[src/rtl/raifes_uart_pkg.sv]
// Shared definitions for the raifes UART transmit arbiter: FSM encoding,
// tag prefix used when RAIFES_UART_ARB_TAG_EN is defined, and default timeout.
package raifes_uart_pkg;

  typedef enum logic [1:0] {
    IDLE      = 2'b00,
    STROBE    = 2'b01,
    WAIT_BUSY = 2'b10,
    WAIT_DONE = 2'b11
  } arb_state_t;

  localparam logic [7:0] TAG_PREFIX           = 8'hA0;
  localparam int         DEFAULT_BUSY_TIMEOUT = 4;

endpackage

[src/rtl/raifes_rr_pick.sv]
// Combinational round-robin selector: first set bit of valid searching upward
// from (ptr+1) mod N, wrapping. Reusable for any shared peripheral.
module raifes_rr_pick #(
  parameter int N   = 4,
  parameter int IDW = 2
) (
  input  logic [N-1:0]   valid,
  input  logic [IDW-1:0] ptr,
  output logic           found,
  output logic [IDW-1:0] idx
);

  int c;

  // Walk from the farthest candidate back to the nearest so the nearest wins.
  always_comb begin
    found = 1'b0;
    idx   = '0;
    c     = 0;
    for (int k = N; k >= 1; k--) begin
      c = int'(ptr) + k;
      if (c >= N) c = c - N;
      if (valid[c[IDW-1:0]]) begin
        found = 1'b1;
        idx   = c[IDW-1:0];
      end
    end
  end

endmodule

[src/rtl/raifes_uart_tx_arbiter.sv]
// Round-robin arbiter sharing one raifes UART transmitter between NUM_REQ byte
// producers. Define RAIFES_UART_ARB_TAG_EN to prefix each byte with 8'hA0|grant_id.
module raifes_uart_tx_arbiter
  import raifes_uart_pkg::*;
#(
  parameter int NUM_REQ      = 4,
  parameter int IDW          = 2,
  parameter int BUSY_TIMEOUT = DEFAULT_BUSY_TIMEOUT
) (
  input  logic                 clk,
  input  logic                 reset_n,
  input  logic [NUM_REQ-1:0]   req_valid,
  input  logic [8*NUM_REQ-1:0] req_data,
  output logic [NUM_REQ-1:0]   req_ack,
  input  logic                 tx_ready,
  output logic [7:0]           tx_sdata,
  output logic                 tx_send_strobe,
  output logic [IDW-1:0]       grant_id,
  output logic                 busy,
  output logic                 err_timeout,
  output logic [1:0]           state_dbg
);

  // Handshake: requester i holds req_valid[i] and its byte stable until it
  // sees req_ack[i] (one cycle, coincident with tx_send_strobe); the core is
  // only strobed while tx_ready=1 and is considered done when tx_ready rises again.

  localparam int CW = $clog2(BUSY_TIMEOUT + 1);

  arb_state_t     state_q, state_d;
  logic [IDW-1:0] ptr_q, grant_q, pick_idx;
  logic [7:0]     sdata_q;
  logic [CW-1:0]  cnt_q;
  logic           err_q, pick_found;
  logic           load_grant, cnt_inc, set_err, ack_phase;
  logic [7:0]     req_bytes [NUM_REQ];

  for (genvar g = 0; g < NUM_REQ; g++) begin : g_bytes
    assign req_bytes[g] = req_data[8*g +: 8];
  end

  raifes_rr_pick #(.N(NUM_REQ), .IDW(IDW)) u_pick (
    .valid (req_valid),
    .ptr   (ptr_q),
    .found (pick_found),
    .idx   (pick_idx)
  );

`ifdef RAIFES_UART_ARB_TAG_EN
  logic phase_q;       // 0 = tag byte in flight, 1 = payload byte in flight
  logic load_payload;
  assign ack_phase = phase_q;
`else
  assign ack_phase = 1'b1;
`endif

  always_ff @(posedge clk or negedge reset_n) begin
    if (!reset_n) state_q <= IDLE;
    else          state_q <= state_d;
  end

  always_comb begin
    state_d    = state_q;
    load_grant = 1'b0;
    cnt_inc    = 1'b0;
    set_err    = 1'b0;
`ifdef RAIFES_UART_ARB_TAG_EN
    load_payload = 1'b0;
`endif
    case (state_q)
      IDLE: begin
        if (tx_ready && pick_found) begin
          load_grant = 1'b1;
          state_d    = STROBE;
        end
      end
      STROBE: state_d = WAIT_BUSY;
      WAIT_BUSY: begin
        // The core drops tx_ready a cycle after the strobe; a high here is lag, not completion.
        if (!tx_ready) begin
          state_d = WAIT_DONE;
        end else if (cnt_q == CW'(BUSY_TIMEOUT - 1)) begin
          set_err = 1'b1;
          state_d = IDLE;
        end else begin
          cnt_inc = 1'b1;
        end
      end
      WAIT_DONE: begin
        if (tx_ready) begin
          state_d = IDLE;
`ifdef RAIFES_UART_ARB_TAG_EN
          if (!phase_q) begin
            load_payload = 1'b1;
            state_d      = STROBE;
          end
`endif
        end
      end
      default: state_d = IDLE;
    endcase
  end

  always_ff @(posedge clk or negedge reset_n) begin
    if (!reset_n) begin
      ptr_q   <= IDW'(NUM_REQ - 1);
      grant_q <= '0;
      sdata_q <= '0;
      cnt_q   <= '0;
      err_q   <= 1'b0;
    end else begin
      if (load_grant) begin
        ptr_q   <= pick_idx;
        grant_q <= pick_idx;
`ifdef RAIFES_UART_ARB_TAG_EN
        sdata_q <= TAG_PREFIX | {{(8-IDW){1'b0}}, pick_idx};
`else
        sdata_q <= req_bytes[pick_idx];
`endif
      end
`ifdef RAIFES_UART_ARB_TAG_EN
      if (load_payload) sdata_q <= req_bytes[grant_q];
`endif
      if (state_q == STROBE) cnt_q <= '0;
      else if (cnt_inc)      cnt_q <= cnt_q + 1'b1;
      if (set_err) err_q <= 1'b1;
    end
  end

`ifdef RAIFES_UART_ARB_TAG_EN
  always_ff @(posedge clk or negedge reset_n) begin
    if (!reset_n)          phase_q <= 1'b0;
    else if (load_grant)   phase_q <= 1'b0;
    else if (load_payload) phase_q <= 1'b1;
  end
`endif

  always_comb begin
    req_ack = '0;
    if (state_q == STROBE && ack_phase) req_ack[grant_q] = 1'b1;
  end

  assign tx_send_strobe = (state_q == STROBE);
  assign tx_sdata       = sdata_q;
  assign grant_id       = grant_q;
  assign busy           = (state_q != IDLE);
  assign err_timeout    = err_q;
  assign state_dbg      = state_q;

endmodule

[config.mk]
export PLATFORM = sky130hd
export DESIGN_NAME = raifes_uart_tx_arbiter
export DESIGN_NICKNAME = d
export VERILOG_FILES = /design/src/rtl/raifes_uart_pkg.sv /design/src/rtl/raifes_rr_pick.sv /design/src/rtl/raifes_uart_tx_arbiter.sv
export SDC_FILE = /design/constraint.sdc
export NUM_CORES = 1
export LEC_CHECK = 0
export BUFFER_PORTS_ARGS = -buffer_cell sky130_fd_sc_hd__buf_2
export CAP_MARGIN = 5
export CORE_ASPECT_RATIO = 1.4
export CORE_MARGIN = 5
export CORE_UTILIZATION = 47
export CTS_BUF_LIST = sky130_fd_sc_hd__clkbuf_16
export DETAILED_ROUTE_END_ITERATION = 7
export GPL_TIMING_DRIVEN = 0
export PLACE_DENSITY_LB_ADDON = 0.1
export SLEW_MARGIN = 5
export SYNTH_ARGS = -nofsm -noshare
export SYNTH_HDL_FRONTEND = slang
export SYNTH_HIERARCHICAL = 1
export SYNTH_SLANG_ARGS = --single-unit
[constraint.sdc]
create_clock -name clk -period 2.8 [get_ports clk]
set_input_delay 0.14 -clock clk [delete_from_list [all_inputs] [get_ports clk]]
set_output_delay 0.14 -clock clk [all_outputs]
set_load 0.05 [all_outputs]
# Word-level counts from Yosys, hierarchy flattened
# Index checks and enable logic that the tools add are counted.
# word_totals
regBits	18
in_bits	39
output_inout_bits	19
elab_cells	81
# classes
addsub	9
order_cmp	11
eq_ne	7
muxes	41
n_bitwise	1
reduce_logical	6
# op_table
operator	n
2-bit 2-to-1 mux	12
1-bit 2-to-1 mux	17
8-bit binary-select mux with 2-bit select	1
8-bit 2-to-1 mux	2
2-bit by 3-bit < comparator with 1-bit output (second input constant)	5
3-bit greater-or-equal comparator (second input constant)	4
1-bit binary-select mux with 2-bit select	4
2-bit case mux with 4 select lines	1
2-bit by 1-bit subtractor with 2-bit output (second input constant)	4
2-bit by 2-bit adder with 3-bit output (second input constant)	2
3-bit 2-to-1 mux	2
2-bit by 3-bit adder with 4-bit output (second input constant)	1
2-bit equality test (second input constant)	2
4-bit by 3-bit greater-or-equal comparator with 1-bit output (second input constant)	1
4-bit 2-to-1 mux	1
2-bit inequality test (second input constant)	2
2-bit nonzero test	2
2-bit by 1-bit adder with 3-bit output (second input constant)	1
3-bit by 1-bit adder with 3-bit output (second input constant)	1
3-bit by 2-bit equality test with 1-bit output (second input constant)	1
3-bit inequality test (second input constant)	1
2-bit inverter with 3-bit output	1
3-bit AND reduction	1
1-bit demux with 2-bit select	1
4 further kinds	5

# Longest topological paths before layout
# Gate-level depths: netlist of run 1.
# logic_depth
word_depth	13
depth_mapped	7
mapped_depth_nobuf	6

# Hierarchy
# The synthesis of run 1 kept the hierarchy.
# modules_own_cells
mod	n_inst	cells_each	area_per_inst_um2	seq_area_each_um2
raifes_uart_tx_arbiter	1	97	999.7	452.9
raifes_rr_pick	1	14	91.3	0.0

# Least setup slack after synthesis of run 1
# No wires, ideal clock.
# synth_path
kind	register to output
startpoint	register state_q[0], in the netlist state_dbg[0]
endpoint	output req_ack[1]
t_arrival_ps	2176
t_required_ps	2660
setup_slack_ps	484
path_stages_with_launch	4
n_path_buf	1
cell_sequence	dfrtp_1 -> buf_2 -> nand2_1 -> nor3b_1
# synth_via
elab_chain_cells	2
# synth_lines
item	line	text
start, declared	raifes_uart_tx_arbiter.sv:30	arb_state_t state_q, state_d;
start signal, assigned	raifes_uart_tx_arbiter.sv:59	else state_q <= state_d;
2-bit by 1-bit equality test with 1-bit output	raifes_uart_tx_arbiter.sv:140	if (state_q == STROBE && ack_phase) req_ack[grant_q] = 1'b1;
4-bit 2-to-1 mux	raifes_uart_tx_arbiter.sv:140	
end, declared	raifes_uart_tx_arbiter.sv:14	output logic [NUM_REQ-1:0] req_ack,
# Every way passes these cells.

# Worst setup path after layout of run 1
# layout_path
startpoint	register ptr_q[1]
endpoint	register sdata_q[1], in the netlist tx_sdata[1]
# layout_via
elab_chain_cells	13
elab_cells_between_ends	39
cone_classes	8 x add/sub; 4 x order compare; 25 x mux; 1 x bitwise; 1 x reduce/logical
# layout_lines
item	line	text
start, declared	raifes_uart_tx_arbiter.sv:31	logic [IDW-1:0] ptr_q, grant_q, pick_idx;
start signal, assigned	raifes_uart_tx_arbiter.sv:106	ptr_q <= IDW'(NUM_REQ - 1);
start signal, assigned	raifes_uart_tx_arbiter.sv:113	ptr_q <= pick_idx;
2-bit by 3-bit adder with 4-bit output	raifes_rr_pick.sv:21	c = int'(ptr) + k;
4-bit by 3-bit greater-or-equal comparator with 1-bit output / 2-bit by 1-bit subtractor with 2-bit output (equally long branches)	raifes_rr_pick.sv:22	if (c >= N) c = c - N;
2-bit 2-to-1 mux	raifes_rr_pick.sv:22	
1-bit binary-select mux with 2-bit select	raifes_rr_pick.sv:23	if (valid[c[IDW-1:0]]) begin
1-bit 2-to-1 mux (implied by the code)	raifes_rr_pick.sv:23	
2-bit 2-to-1 mux (3 in a row)	raifes_rr_pick.sv:23	
2-bit 2-to-1 mux (*)	raifes_rr_pick.sv:23	
via pick_idx[0]	raifes_uart_tx_arbiter.sv:31	
2-bit inverter with 3-bit output (implied by the code) (*)	raifes_uart_tx_arbiter.sv:118	sdata_q <= req_bytes[pick_idx];
8-bit binary-select mux with 2-bit select (*)	raifes_uart_tx_arbiter.sv:118	
8-bit 2-to-1 mux (implied by the code) (*) (2 in a row)	raifes_uart_tx_arbiter.sv:118	
end signal, assigned	raifes_uart_tx_arbiter.sv:118	
end, declared	raifes_uart_tx_arbiter.sv:32	logic [7:0] sdata_q;
# The timed path passes the listed nets; every way through them passes the cells marked *. The select of a mux whose other input is x is not followed.
# A chain may end at the register's enable or synchronous reset.

==> summary.md, run 1 <==
| Metric | Value |
|---|---|
| Status | `finished, final reports clean` |
| Post-synth EDFFs | `0` |
| Seq pwr share | `0.279` |
| Core Region | `around 2200 sq um` |
| Post-Syn Instances | `approximately 110` |
| Worst-path maximum fanout | `9` |
| Filler instances | `183` |
| Yosys top cell area share | `0.367` |
| Synth Cell Area | `1090 sq um` |
| Num ports | `58` |
| Reg2reg setup slack | `just under 0.9 ns` |
| Antenna diodes | `0` |
| Data arrival time at the worst-slack endpoint | `about 2 ns` |
| Via-per-instance ratio | `5.29` |
| Total gr overflow | `0` |
| Largest net degree at the start of global routing | `19` |
| Cell depth of the worst hold path | `2` |
| Hold crit path type | `input port to flop` |
| Max Clock Skew | `about 0.0018 ns` |
| Simple-Gate Fraction of Synth Area | `0.234` |
| Area leader, netlist | `dfrtp_1` |
| CP required | `roughly 3 ns` |
| Top FF cell, synth | `dfrtp_1` |
| R2r startpoint | `ptr_q[1]$_DFFE_PN1P_` |
| Clock Tree Buf Depth | `2` |
| Final Hold Viols | `0` |
| Setup TNS | `0 ns` |
| Cell Count, Final, Fillers Out | `~200` |
| Syn_area_per_cell | `9.83 sq um` |
| Worst Tran Pin Value | `0.392 ns` |
| Post-cts resize count | `0` |
| Routed WL per cell | `~13 microns` |
| Clock power share | `0.162` |
| TritonCTS clock tree | `yes` |
| Global placement routability congestion | `approximately 0.74` |
| Worst-path clk slew | `roughly 0.050 ns` |
| Tmin final | `approximately 1.9 ns` |
| Global-route wire length before repair | `4360 microns` |
| Synthesis-stage register bit count | `18` |
| Worst setup EP type | `flop` |
| Count leader, synth | `nand2_1` |
| Slew headroom | `0.739` |
| DRT iter0 DRCs | `21` |
| Routed WL | `2560 microns` |
| Post-Synth XOR/XNOR Area | `0` |
| YS warnings | `6` |
| Switch share | `0.486` |
| Vias | `~1,000` |
| Port Buf Inserts | `57` |
| Die Wd | `50.7 microns` |
| Synth area leaders | `dfrtp_1 (37%), mux4_2 (17%), nand2_1 (14%), dfstp_2 (4.8%), inv_1 (2.4%)` |
| Synth-to-layout area growth | `36.8%` |
| Hold path start | `tx_ready` |
| Hold Path End | `state_dbg[0]$_DFFE_PN0P_` |
| Fraction of synthesized area in multiplexers | `0.174` |
| Final setup viols | `0` |
| PD cells | `approximately 1200 nW/um^2` |
| GR Util All Layers | `0.162` |
| Unique cell type count in the Yosys netlist | `28` |
| Ys async rst share | `1.00` |
| Register area | `about 450 sq um` |
| H-tree depth | `1` |
| Max VDD drop | `~0.56 mV` |
| Initial antenna violation count | `0` |
| FMAX | `roughly 0.52 GHz` |
| Vias in the first global route | `1,079` |
| Slew Limit Fails | `0` |
| CTS buffer count | `3` |
| Clk_lat worst skew | `around 0.25 ns` |
| R2R depth | `7` |
| P_sw | `between 0.0008 and 0.0009 W` |
| CTS sink cnt | `18` |
| # nets final | `around 220` |
| ANT nets after route | `0` |
| Synth Area in Adders | `0.0229` |
| FF-to-FF End | `tx_sdata[1]$_DFFE_PN0P_` |
| Rows | `20` |
| Die footprint | `approximately 3400 sq um` |
| # DRC | `0` |
| Max Cap Viol | `0` |
| Area of the multi-input gates | `between 500 and 600 sq um` |
| Leakage | `between 0.8 and 0.9 nW` |
| Register area share after synthesis | `0.415` |
| Complex-gate fraction of the synthesized area | `0.101` |
| Commonest cells post-synth | `nand2_1 (40), dfrtp_1 (16), mux4_2 (8), inv_1 (7)` |
| Cell Count Post-Placement | `190` |
| Dpl hpwl | `roughly 2100 microns` |
| Starting Density | `0.495` |
| Worst setup SP type | `flop` |
| Fin crit share | `0.680` |
| Root buffer cell | `clkbuf_16` |
| Largest family of logic cells by synthesized area | `simple AND/OR/NAND/NOR gates` |
| DR pass1 iterations | `4` |
| DIE HEIGHT | `between 60 and 70 microns` |
| RSZ-0062 raised after global routing | `no` |
| Share of cells above drive strength 1 | `0.457` |
| Syn nets | `around 150` |
| P_int | `roughly 0.0009 W` |
| Comb pwr share | `0.558` |
| Critical path class | `flop to flop` |
power groups by stage:
| stage | logic, W | clock network, W | registers, W |
|---|---|---|---|
| after floorplan | 0.000492 | 0 | 0.000756 |
| after global placement | 0.000969 | 0 | 0.000483 |
| after detailed placement | 0.000987 | 0 | 0.000491 |
| after CTS | 0.000991 | 0.000288 | 0.000489 |
| after global routing | 0.00105 | 0.000302 | 0.000510 |
| final | 0.000977 | 0.000284 | 0.000489 |
layout make-up:
type,instances,share of cell area
plain buffers,5,0.0210
flip-flops and latches,18,0.303
multi-input cells,81,0.389
well taps,22,0.0184
clock inverters,1,0.00251
clock buffers,3,0.0503
inverters,7,0.0176
repair buffers,58,0.198
state kept, by name, indices dropped and copies added, names as in the netlist:
signal,count
state_dbg,2
err_timeout,1
ptr_q,2
grant_id,2
cnt_q,3
tx_sdata,8
metrics by stage:
stage                     hold slack (ns)  area, sq um  worst slack (ns)  power, W  utilization
final                               0.171         1490             0.895   0.00175        0.678
after global routing                0.188         1490             0.812   0.00186        0.678
after floorplan                    -0.156         1090             0.484   0.00125            -
after detailed placement           0.0886         1400             0.897   0.00148        0.638
after global placement             0.0776         1400             0.917   0.00145        0.638
after CTS                           0.169         1490             0.882   0.00177        0.678
placed cells by master (no fill, tap or decap), drive strengths merged, types with 2 or more instances in the layout:
| cell | instances |
|---|---|
| a31oi | 2 |
| o41ai | 2 |
| a21oi | 5 |
| inv | 7 |
| buf | 62 |
| nor2 | 3 |
| clkbuf | 3 |
| nand2b | 3 |
| nand2 | 40 |
| dfrtp | 16 |
| dfstp | 2 |
| o2bb2ai | 2 |
| mux4 | 8 |
| ha | 2 |
| o21ai | 2 |
per-layer routing:
layer	routed length [microns]	track usage	up-vias
met1	993	0.182	479
li1	-	-	509
met3	160	0.0313	4
met2	1380	0.295	39
met4	29	0.0575	0
met5	0	0	-
logic make-up after synthesis:
| kind of cell | after synthesis |
|---|---|
| muxes | 9 |
| adders and majority gates | 2 |
| DFF | 18 |
| and+or+nand+nor | 55 |
| buffers and inverters | 12 |
| AOI/OAI and AO/OA | 15 |
what timing repair did:
action	CTS	global route
hold endpoints to repair	16	0
hold buffers	1	0
setup buffers	0	0
worst max-delay path by stage:
stage | slack [ns] | endpoint | depth (start not counted) | start
2_1_floorplan | 0.48 | req_ack[1] | 3 | state_dbg[0]$_DFFE_PN0P_
3_3_place_gp | 0.92 | tx_sdata[3]$_DFFE_PN0P_ | 7 | ptr_q[1]$_DFFE_PN1P_
3_5_place_dp | 0.90 | tx_sdata[5]$_DFFE_PN0P_ | 7 | ptr_q[1]$_DFFE_PN1P_
4_1_cts | 0.88 | tx_sdata[5]$_DFFE_PN0P_ | 7 | ptr_q[1]$_DFFE_PN1P_
5_1_grt | 0.81 | tx_sdata[5]$_DFFE_PN0P_ | 7 | ptr_q[1]$_DFFE_PN1P_
6_report | 0.90 | tx_sdata[1]$_DFFE_PN0P_ | 7 | ptr_q[1]$_DFFE_PN1P_
worst max-delay path, cell delays in order, from the launching register on:
cell      delay [ns]
dfstp_2         0.58
nand2b_1        0.14
a21oi_2         0.06
o221ai_2        0.18
buf_6           0.19
mux4_2          0.51
nand2_1         0.08
nand2_1         0.04
(Power assumes the default switching activity.)
==> run 2, diff against run 1 <==
ABC_AREA = 1   (was unset)
CORE_UTILIZATION = 43   (was 47)
clock period = 1.6 ns   (was 2.8 ns; I/O delays follow)
==> summary.md, run 2 <==
| Metric | Value |
|---|---|
| Status | `finished, violations left` |
| Violated checks | `setup timing` |
| Register area share after synthesis | `0.321 (-0.0945)` |
| Max Cap Viol | `0 (unchanged)` |
| Num ports | `58 (unchanged)` |
| P_sw | `0.00274 W (+220%)` |
| Critical path class | `flop to flop` |
| Die Wd | `58.4 microns (+15%)` |
| Cell Count, Final, Fillers Out | `342 (+75%)` |
| Commonest cells post-synth | `nand2_1 (97), inv_1 (47), nand3_1 (24), dfrtp_1 (16), nand2_2 (9)` |
| RSZ-0062 raised after global routing | `yes` |
| Post-synth EDFFs | `0 (unchanged)` |
| Slowest cell on the critical path | `dfstp_2` |
| Rows | `24 (+20%)` |
| Worst-path maximum fanout | `10 (+1)` |
| P_int | `0.00239 W (+170%)` |
| Global-route wire length before repair | `6040 microns (+38%)` |
| Ys async rst share | `1.00 (unchanged)` |
| DRT iter0 DRCs | `49 (+130%)` |
| Max stage delay on crit path | `0.55 ns (-0.03 ns)` |
| Max Clock Skew | `0.00622 ns (+0.00443 ns)` |
| PD cells | `2580 nW/um^2 (+120%)` |
| Vias | `1,524 (+48%)` |
| GR Util All Layers | `0.165 (+0.00314)` |
| Root buffer cell | `clkbuf_16` |
| Cell Count Post-Placement | `328 (+73%)` |
| # DRC | `0 (unchanged)` |
| Starting Density | `0.448 (-0.0474)` |
| Critical path cell sequence | `buf_6 -> inv_8 -> nand2_4 -> and2_4 -> nor2_2 -> nor2_1 -> nand3_1 -> nand2_1 -> buf_6 -> buf_8 -> nand2_1 -> nand3_1 -> nand2_1 -> nand2_1 -> nand2_1` |
| # nets final | `345 (+60%)` |
| Vias in the first global route | `1,443 (+34%)` |
| Synth-to-layout area growth | `41.0%` |
| TritonCTS clock tree | `yes` |
| Total gr overflow | `0 (unchanged)` |
| Final Hold Viols | `0 (unchanged)` |
| Worst path most repeated cell | `nand2_1` |
| Synth Cell Area | `1410 sq um (+29%)` |
| CP required | `1.73 ns (-1.21 ns)` |
| Port Buf Inserts | `57 (unchanged)` |
| Worst setup EP type | `flop` |
| Switch share | `0.535 (+0.0485)` |
| Largest net degree at the start of global routing | `19 (unchanged)` |
| CTS buffer count | `3 (unchanged)` |
| Worst setup margin | `-0.322 ns (-1.22 ns)` |
| Pre-CTS setup slack | `-0.409 ns (-1.31 ns)` |
| Area of the multi-input gates | `759 sq um (+31%)` |
| Die footprint | `4550 sq um (+34%)` |
| Top FF cell, synth | `dfrtp_1` |
| Fin crit share | `1.20 (+0.521)` |
| Initial antenna violation count | `0 (unchanged)` |
| Share of cells above drive strength 1 | `0.370 (-0.0870)` |
| Kind of cell adding the most delay to the critical path | `simple AND/OR/NAND/NOR gates` |
| Worst-path clk slew | `0.05 ns (about the same)` |
| DIE HEIGHT | `77.8 microns (+16%)` |
| Slew Limit Fails | `0 (unchanged)` |
| Register area | `453 sq um (unchanged)` |
| Worst Path Buf+Inv | `4 (+3)` |
| Max VDD drop | `1.38 mV (+140%)` |
| Slew headroom | `0.724 (-0.0148)` |
| Core Region | `3150 sq um (+43%)` |
| Clk_lat worst skew | `0.25 ns (about the same)` |
| Dpl hpwl | `2680 microns (+25%)` |
| Worst setup SP type | `flop` |
| Seq pwr share | `0.165 (-0.114)` |
| YS warnings | `6 (unchanged)` |
| Final Instance Area | `1990 sq um (+33%)` |
| Syn nets | `273 (+80%)` |
| Data arrival time at the worst-slack endpoint | `2.06 ns (+0.02 ns)` |
| Final setup viols | `13 (+13)` |
| Leakage | `1.27 nW (+58%)` |
| Synthesis-stage register bit count | `18 (unchanged)` |
| Synth area leaders | `dfrtp_1 (28%), nand2_1 (26%), inv_1 (12%), nand3_1 (8.5%), nand2_2 (4.0%)` |
| CTS sink cnt | `18 (unchanged)` |
| Worst Tran Pin Value | `0.414 ns (+0.0222 ns)` |
| Clock Tree Buf Depth | `2 (unchanged)` |
| Commonest non-fill, non-tap cell in the layout | `nand2_1` |
| Yosys top cell area share | `0.283 (-0.0835)` |
| Antenna diodes | `0 (unchanged)` |
| Count leader, synth | `nand2_1` |
| Area leader, netlist | `dfrtp_1` |
| Cell Area, Placed | `1790 sq um (+28%)` |
| Max reg flops | `8 (unchanged)` |
| ANT nets after route | `0 (unchanged)` |
| Comb pwr share | `0.738 (+0.180)` |
| Tmin final | `1.92 ns (+0.0168 ns)` |
| Unique cell type count in the Yosys netlist | `23 (-18%)` |
| H-tree depth | `1 (unchanged)` |
| Final hold slack | `0.133 ns (-0.0388 ns)` |
| Hold crit path type | `input port to flop` |
| Routed WL per cell | `10.5 microns (-20%)` |
| Post-Syn Instances | `232 (+110%)` |
| Global placement routability congestion | `0.821 (+11%)` |
| Clock power share | `0.097 (-0.065)` |
| Syn_area_per_cell | `6.09 sq um (-38%)` |
| Filler instances | `331 (+81%)` |
| DR pass1 iterations | `4 (unchanged)` |
| Via-per-instance ratio | `4.46 (-16%)` |
| Highest-count cells in the layout ignoring fill and taps | `nand2_1 (90), buf_2 (57), inv_1 (46)` |
| FMAX | `0.520 GHz (-0.87%)` |
| Pwr Total | `0.00513 W (+190%)` |
| Routed WL | `3600 microns (+41%)` |
[run 2: changes by cell type in the layout (fill, tap and decap cells not counted), moves of 3 or more]
cell      previous run  this run
nand2b_1             3         0
nand2_2              0        15
buf_6                1         5
inv_1                7        46
a21oi_1              4         0
nand2_1             40        90
mux4_2               8         0
buf_4                0         9
nand3_1              0        22
o21ai_1              0         3
buf_2               61        57
inv_2                0         4
nor3_2               0         3
[run 2: layer usage]
layer / global-route usage / vias up / share of wire / wire length (microns)
met5: 0 / - / 0 / 0
met4: 0.0487 / 0 / 0.013 / 48
met3: 0.0299 / 4 / 0.059 / 214
met2: 0.309 / 45 / 0.52 / 1860
met1: 0.182 / 642 / 0.41 / 1480
li1: - / 833 / - / -
[run 2: per-stage QoR]
| step | setup TNS [ns] | util |
|---|---|---|
| final | -2.94 | 0.632 |
| after global routing | -4.98 | 0.632 |
| after CTS | -3.11 | 0.617 |
| after detailed placement | -3.54 | 0.568 |
| after global placement | -3.54 | 0.568 |
| after floorplan | -1.83 | - |
[run 2: logic make-up (layout without fill, tap and decap cells)]
family	count (synthesis)	in the layout	synth area share
and+or+nand+nor	143	143	0.433
buffers and inverters	59	130	0.183
DFF	18	18	0.321
AOI/OAI and AO/OA	10	10	0.0452
adders and majority gates	2	2	0.0177
[run 2: path summary, 6_finish.rpt]
kind / from / endpoint / slack, ns / cells after the start
setup / recovery: ptr_q[0]$_DFFE_PN1P_ / tx_sdata[0]$_DFFE_PN0P_ / -0.32 / 15
hold / removal: tx_ready / err_timeout$_DFFE_PN0P_ / 0.13 / 2
setup reg to reg: ptr_q[0]$_DFFE_PN1P_ / tx_sdata[0]$_DFFE_PN0P_ / -0.32 / 15
hold reg to reg: err_timeout$_DFFE_PN0P_ / err_timeout$_DFFE_PN0P_ / 0.46 / 1
max in group asynchronous: reset_n / ptr_q[0]$_DFFE_PN1P_ / 0.98 / 2
min in group asynchronous: reset_n / err_timeout$_DFFE_PN0P_ / 0.29 / 2
[run 2: layout make-up]
| class | instances | share of cell area |
|---|---|---|
| multi-input combinational | 155 | 0.381 |
| sequential | 18 | 0.227 |
| timing repair buffer | 67 | 0.184 |
| inverter | 53 | 0.109 |
| clock buffer | 3 | 0.0377 |
| buffer | 6 | 0.0339 |
| tap | 39 | 0.0245 |
| clock inverter | 1 | 0.00188 |
[run 2: worst reg2reg max path: stages (launching register included)]
cell	delay, ns
dfstp_2	0.55
buf_6	0.14
inv_8	0.05
nand2_4	0.05
and2_4	0.14
nor2_2	0.04
nor2_1	0.10
nand3_1	0.08
nand2_1	0.08
buf_6	0.14
buf_8	0.14
nand2_1	0.06
nand3_1	0.07
nand2_1	0.06
nand2_1	0.06
nand2_1	0.05
[run 2: repair_timing]
item / 4_1_cts / 5_1_grt
gates resized for setup: 9 / 7
hold endpoints to repair: 16 / 0
gates cloned: 2 / 0
pin swaps: 0 / 7
endpoints found under the setup margin: 12 / 18
setup buffers: 3 / 4
hold buffers: 1 / 0
[run 2: power by group through the flow]
stage	Sequential, W	Combinational [W]	Clock, W
final	0.000845	0.00379	0.000497
after global routing	0.000883	0.00417	0.000533
after CTS	0.000849	0.00368	0.000505
after detailed placement	0.000847	0.00332	0
after global placement	0.000850	0.00329	0
after floorplan	0.00135	0.00213	0
